### config.mk
export PLATFORM = sky130hd
export DESIGN_NAME = rom_fetch_ctrl
export DESIGN_NICKNAME = d
export VERILOG_FILES = /design/src/rtl/rom_if_pkg.sv /design/src/rtl/sync_fifo.sv /design/src/rtl/rom_fetch_ctrl.sv
export SDC_FILE = /design/constraint.sdc
export NUM_CORES = 1
export LEC_CHECK = 0
export BUFFER_PORTS_ARGS = -buffer_cell sky130_fd_sc_hd__buf_4
export CORE_ASPECT_RATIO = 0.9
export CORE_UTILIZATION = 25
export CTS_BUF_LIST = sky130_fd_sc_hd__clkbuf_4 sky130_fd_sc_hd__clkbuf_8 sky130_fd_sc_hd__clkbuf_16
export DETAILED_ROUTE_END_ITERATION = 6
export GPL_TIMING_DRIVEN = 0
export PLACE_DENSITY_LB_ADDON = 0.1
export SLEW_MARGIN = 30
export SYNTH_ARGS = -nofsm -noshare
export SYNTH_HDL_FRONTEND = slang
export SYNTH_HIERARCHICAL = 1
export SYNTH_SLANG_ARGS = --single-unit
### constraint.sdc
create_clock -name clk -period 2.6 [get_ports clk]
set_input_delay 0.26 -clock clk [delete_from_list [all_inputs] [get_ports clk]]
set_output_delay 0.26 -clock clk [all_outputs]
set_load 0.005 [all_outputs]
### src/rtl/rom_if_pkg.sv
`timescale 1ns/1ps
`default_nettype none
// ============================================================================
// Module   : rom_if_pkg
// Purpose  : Shared widths and fetch-controller state encoding for the
//            synchronous 4-bit ROM port.
// Revision : 1.0 - initial release
// ============================================================================
package rom_if_pkg;

  localparam int ROM_ADDR_W = 4;
  localparam int ROM_DATA_W = 4;

  typedef enum logic [1:0] {
    IDLE  = 2'd0,
    FETCH = 2'd1,
    DRAIN = 2'd2
  } fetch_state_e;

endpackage : rom_if_pkg
`default_nettype wire

### src/rtl/sync_fifo.sv
`timescale 1ns/1ps
`default_nettype none
// ============================================================================
// Module   : sync_fifo
// Purpose  : Single-clock FIFO with occupancy count. Push and pop in the same
//            cycle leave the count unchanged. DEPTH must be a power of two.
// Revision : 1.0 - initial release
// ============================================================================
module sync_fifo #(
  parameter int WIDTH = 5,
  parameter int DEPTH = 4
) (
  input  logic                     clk,
  input  logic                     rst_n,
  input  logic                     push_i,
  input  logic [WIDTH-1:0]         wdata_i,
  input  logic                     pop_i,
  output logic [WIDTH-1:0]         rdata_o,
  output logic [$clog2(DEPTH):0]   count_o
);

  localparam int PTR_W = $clog2(DEPTH);
  localparam int CNT_W = PTR_W + 1;
  localparam logic [CNT_W-1:0] FULL_C = CNT_W'(DEPTH);

  logic [WIDTH-1:0] mem_q [DEPTH];
  logic [PTR_W-1:0] wr_ptr_q;
  logic [PTR_W-1:0] rd_ptr_q;
  logic [CNT_W-1:0] count_q;
  logic             do_push;
  logic             do_pop;

  // Guard against pop-when-empty and push-when-full so pointers never skew.
  assign do_pop  = pop_i && (count_q != '0);
  assign do_push = push_i && ((count_q != FULL_C) || do_pop);

  // Storage array: written on push, no reset needed (head is qualified by count).
  always_ff @(posedge clk) begin
    if (do_push) begin
      mem_q[wr_ptr_q] <= wdata_i;
    end
  end

  // Pointer and occupancy tracking; pointers wrap naturally at DEPTH.
  always_ff @(posedge clk or negedge rst_n) begin
    if (!rst_n) begin
      wr_ptr_q <= '0;
      rd_ptr_q <= '0;
      count_q  <= '0;
    end else begin
      if (do_push) wr_ptr_q <= wr_ptr_q + PTR_W'(1);
      if (do_pop)  rd_ptr_q <= rd_ptr_q + PTR_W'(1);
      case ({do_push, do_pop})
        2'b10:   count_q <= count_q + CNT_W'(1);
        2'b01:   count_q <= count_q - CNT_W'(1);
        default: count_q <= count_q;
      endcase
    end
  end

  assign rdata_o = mem_q[rd_ptr_q];
  assign count_o = count_q;

endmodule : sync_fifo
`default_nettype wire

### src/rtl/rom_fetch_ctrl.sv
`timescale 1ns/1ps
`default_nettype none
// ============================================================================
// Module   : rom_fetch_ctrl
// Purpose  : Issues a burst of sequential ROM reads, captures each word after
//            the ROM's one-cycle latency and streams it out over valid/ready
//            with a last marker. Issue is throttled so the capture FIFO can
//            never overflow.
// Revision : 1.0 - initial release
// ============================================================================
module rom_fetch_ctrl
  import rom_if_pkg::*;
#(
  parameter int ADDR_W     = ROM_ADDR_W,
  parameter int DATA_W     = ROM_DATA_W,
  parameter int FIFO_DEPTH = 4
) (
  input  logic              clk,
  input  logic              rst_n,
  input  logic              start_i,
  input  logic [ADDR_W-1:0] base_addr_i,
  input  logic [ADDR_W-1:0] len_i,
  output logic              busy_o,
  output logic              done_o,
  output logic              rom_en_o,
  output logic [ADDR_W-1:0] rom_addr_o,
  input  logic [DATA_W-1:0] rom_data_i,
  output logic              out_valid_o,
  input  logic              out_ready_i,
  output logic [DATA_W-1:0] out_data_o,
  output logic              out_last_o
);

  localparam int CNT_W = $clog2(FIFO_DEPTH) + 1;
  localparam logic [CNT_W:0] DEPTH_C = (CNT_W+1)'(FIFO_DEPTH);

  fetch_state_e      state_q, state_d;
  logic [ADDR_W-1:0] addr_q, addr_d;
  logic [ADDR_W-1:0] len_q, len_d;
  logic [ADDR_W:0]   issued_q, issued_d;   // one extra bit so 16 reads fit
  logic              pend_q;               // a read was issued last cycle
  logic              pend_last_q;          // ...and it was the final read
  logic              is_final;
  logic [CNT_W-1:0]  fifo_count;
  logic [CNT_W:0]    occupancy;
  logic [DATA_W:0]   fifo_rdata;
  logic              fifo_pop;

  // Slots already used plus the word still in flight from the ROM.
  assign occupancy = {1'b0, fifo_count} + {{CNT_W{1'b0}}, pend_q};
  assign is_final  = (issued_q == {1'b0, len_q});

  // Next-state, read issue and completion decode.
  always_comb begin
    state_d  = state_q;
    addr_d   = addr_q;
    len_d    = len_q;
    issued_d = issued_q;
    rom_en_o = 1'b0;
    done_o   = 1'b0;
    case (state_q)
      IDLE: begin
        if (start_i) begin
          state_d  = FETCH;
          addr_d   = base_addr_i;
          len_d    = len_i;
          issued_d = '0;
        end
      end
      FETCH: begin
        if (occupancy < DEPTH_C) begin
          rom_en_o = 1'b1;
          addr_d   = addr_q + ADDR_W'(1);
          issued_d = issued_q + (ADDR_W+1)'(1);
          if (is_final) state_d = DRAIN;
        end
      end
      DRAIN: begin
        if (fifo_pop && fifo_rdata[DATA_W]) begin
          done_o  = 1'b1;
          state_d = IDLE;
        end
      end
      default: state_d = IDLE;
    endcase
  end

  // State and burst bookkeeping registers; reset discards any in-flight word.
  always_ff @(posedge clk or negedge rst_n) begin
    if (!rst_n) begin
      state_q     <= IDLE;
      addr_q      <= '0;
      len_q       <= '0;
      issued_q    <= '0;
      pend_q      <= 1'b0;
      pend_last_q <= 1'b0;
    end else begin
      state_q     <= state_d;
      addr_q      <= addr_d;
      len_q       <= len_d;
      issued_q    <= issued_d;
      pend_q      <= rom_en_o;
      pend_last_q <= rom_en_o && is_final;
    end
  end

  sync_fifo #(
    .WIDTH (DATA_W + 1),
    .DEPTH (FIFO_DEPTH)
  ) u_fifo (
    .clk     (clk),
    .rst_n   (rst_n),
    .push_i  (pend_q),
    .wdata_i ({pend_last_q, rom_data_i}),
    .pop_i   (fifo_pop),
    .rdata_o (fifo_rdata),
    .count_o (fifo_count)
  );

  assign rom_addr_o  = addr_q;
  assign busy_o      = (state_q != IDLE);
  assign out_valid_o = (fifo_count != '0);
  assign fifo_pop    = out_valid_o && out_ready_i;
  // Head is qualified by valid so idle/reset outputs read as zero.
  assign out_data_o  = out_valid_o ? fifo_rdata[DATA_W-1:0] : '0;
  assign out_last_o  = out_valid_o && fifo_rdata[DATA_W];

endmodule : rom_fetch_ctrl
`default_nettype wire

==> metrics <==
Slowest cell on crit path dfrtp_2; maxcap violations 0; sequential cell area 1204 um2; final wirelength 4499 um; ys flop type dfrtp_1; vias in the first global route 1386; crit-path leading delay family simple AND/OR/NAND/NOR gates; critical path peak fanout 10; sequential share of the synthesized area 54.05%; syn_area_per_cell 12.55 um2; row count 32; GRT Total Usage 10.72%; HPWL Detailed 3206 um; Critical Path RT 2.83 ns; Final period util 94.41%; drt first pass iters 4; commonest non-fill, non-tap cell in the layout buf_4; setup violation total in the final timing report 0; area growth from synthesis to final layout 23.31%; power density over the cells 1230 nW/um2; commonest non-fill, non-tap cells in the layout buf_4, dfrtp_1, edfxtp_1; IO buf count 28; outcome finished clean; Peak VDD IR 0.2806 mV; hold_ws 0.1538 ns; post-DR vias/cell 4.289; Async S/R FF share, synth 54.55%; largest net degree at the start of global routing 25; worst path cell trace nor3_4, nor2b_1, clkbuf_4, o21ai_0, or2_2, fa_1, o21bai_1, a31oi_1, o221a_2; TritonCTS Sinks 44; Antenna diodes 0; syn nets 200; final hold violations 0; TritonCTS Buffers 5; # IOs 29; Setup CP Type reg -> reg; Crit path buffers/inverters 1; initial drt markers 51; die footprint 9270 um2; Core Area 8608 um2; routability cong. 0.6544; Setup crit start kind register; post-synth cell types 48; multi-input logic area 947.2 um2; Max Freq 407.4 MHz; global-route wire length before repair 7417 um; CTS tree done; Initial Utilization 25.81%; Routed Antenna Nets 0; die height 91.44 um; Vias 1454; setup_tns 0 ns; max incr delay on CP 0.47 ns; CTS Buffer Depth 2; Synth area leader dfrtp_1; depth of the CTS H-tree 2; EDFF count, synth 20; Leakage 1.101 nW; Synth Cell Area 2222 um2; Reg clk slew, reported paths 0.08 ns; Clock Skews 0.005739 ns; YS warnings 6; clk_lat worst skew 0.29 ns; flip-flop and latch count after synthesis 44; CP endpoint kind register; Period minus WS final 2.455 ns; CTS root buf clkbuf_8; top-area cell type share of the netlist area 27.03%; Slew Limit Fails 0; Slew @ Worst Pin 0.7298 ns; Worst EP arrival 2.68 ns; Avg WL per Cell 13.27 um; nets@finish 242; Hold Crit Class in -> reg; DRC viols 0; total gr overflow 0; Post-Syn Instances 177; RSZ-0062 raised after global routing false; largest cells by area after synthesis dfrtp_1, edfxtp_1, mux4_2, ha_1, nand2_1; share of cells above drive strength 1 32.73%; Slew headroom 51.24%; initial antenna violation count 0; # fillers 877; Die W 101.4 um
==> flip-flops by register name (all words and copies together) (netlist names) <==
signal           flops
issued_q             5
u_fifo/mem_q        20
pend_last_q          1
pend_q               1
rom_addr_o           4
u_fifo/count_o       3
u_fifo/wr_ptr_q      2
u_fifo/rd_ptr_q      2
state_q              2
len_q                4
==> cell usage after synthesis (all sizes together), types with 3 or more instances <==
library cell   n
edfxtp        20
nand2b         4
nor2b          8
mux4           5
mux2i          4
o211ai         5
nor2           3
mux2           4
nand2         17
xnor2          7
inv            8
nor3           3
and2           4
dfrtp         24
o221ai         3
ha             6
or3b           3
or2            4
buf            8
nand3          7
==> path summary, 6_finish.rpt <==
| path | cells past startpoint | to | slack [ns] | startpoint |
|---|---|---|---|---|
| max in group asynchronous | 2 | u_fifo/count_o[1]$_DFFE_PN0P_ | 1.92 | rst_n |
| min | 3 | len_q[2]$_DFFE_PN0P_ | 0.15 | len_i[2] |
| max | 9 | u_fifo/count_o[1]$_DFFE_PN0P_ | 0.15 | u_fifo/count_o[1]$_DFFE_PN0P_ |
| min in group asynchronous | 2 | rom_addr_o[0]$_DFFE_PN0P_ | 0.41 | rst_n |
| max reg2reg | 9 | u_fifo/count_o[1]$_DFFE_PN0P_ | 0.15 | u_fifo/count_o[1]$_DFFE_PN0P_ |
| min reg2reg | 1 | issued_q[4]$_DFFE_PN0P_ | 0.50 | issued_q[4]$_DFFE_PN0P_ |
==> report_power, final <==
group	internal (mW)	leakage, nW	switching, mW
combinational	0.933	0.581	0.814
clock	0.197	0.0423	0.227
sequential	0.996	0.477	0.204
total	2.13	1.10	1.24
==> logic make-up (layout without fill, tap and decap cells) <==
kind of cell	Yosys count	count (layout)	synth area share [%]
xor+xnor	9	9	3.547
flops	44	44	54.05
compound gates	24	24	9.123
fa+ha+maj	7	7	4.279
buf+inv	18	61	3.829
simple gates	62	62	15.93
mux	13	13	9.234
==> layout make-up <==
class,instances,share of cell area [%]
inverter,8,1.096
clock buffer,6,2.785
sequential,44,43.93
timing repair buffer,35,9.680
tap,119,5.434
clock inverter,2,0.4110
multi-input combinational,115,34.57
buffer,10,2.100
==> per-layer routing <==
| layer | wire length, um | vias up | track usage, % |
|---|---|---|---|
| met3 | 177 | 2 | 3.310 |
| met1 | 2318 | 697 | 15.99 |
| li1 | - | 724 | - |
| met2 | 1962 | 31 | 14.40 |
| met5 | 0 | - | 0 |
| met4 | 40 | 0 | 3.623 |
==> worst reg2reg max path: cells and delay by family, from the launching register on <==
family / cells / cell delay (ns)
buffers and inverters: 1 / 0.20
DFF: 1 / 0.47
adders and majority gates: 1 / 0.43
and+or+nand+nor: 3 / 0.65
AOI/OAI and AO/OA: 4 / 0.64
==> through the flow <==
| step | power (mW) | worst slack (ns) | util [%] | instance area, um2 | cells |
|---|---|---|---|---|---|
| 6_report | 3.370 | 0.1453 | 31.83 | 2740 | 339 |
| 5_1_grt | 3.668 | 0.001228 | 31.83 | 2740 | 339 |
| 4_1_cts | 3.356 | 0.08350 | 31.28 | 2693 | 333 |
| 3_5_place_dp | 2.898 | -0.3183 | 29.99 | 2581 | 324 |
| 3_3_place_gp | 2.917 | -0.3282 | 29.99 | 2581 | 324 |
| 2_1_floorplan | 2.368 | 0.1598 | - | 2222 | 177 |
==> timing repair <==
action                                  in CTS  in global routing
endpoints found under the setup margin       2                  2
endpoints found under the hold margin       24                  0
setup buffers                                0                  6
resized for setup                            4                  1
hold buffers                                 1                  0
(Power assumes the default switching activity.)
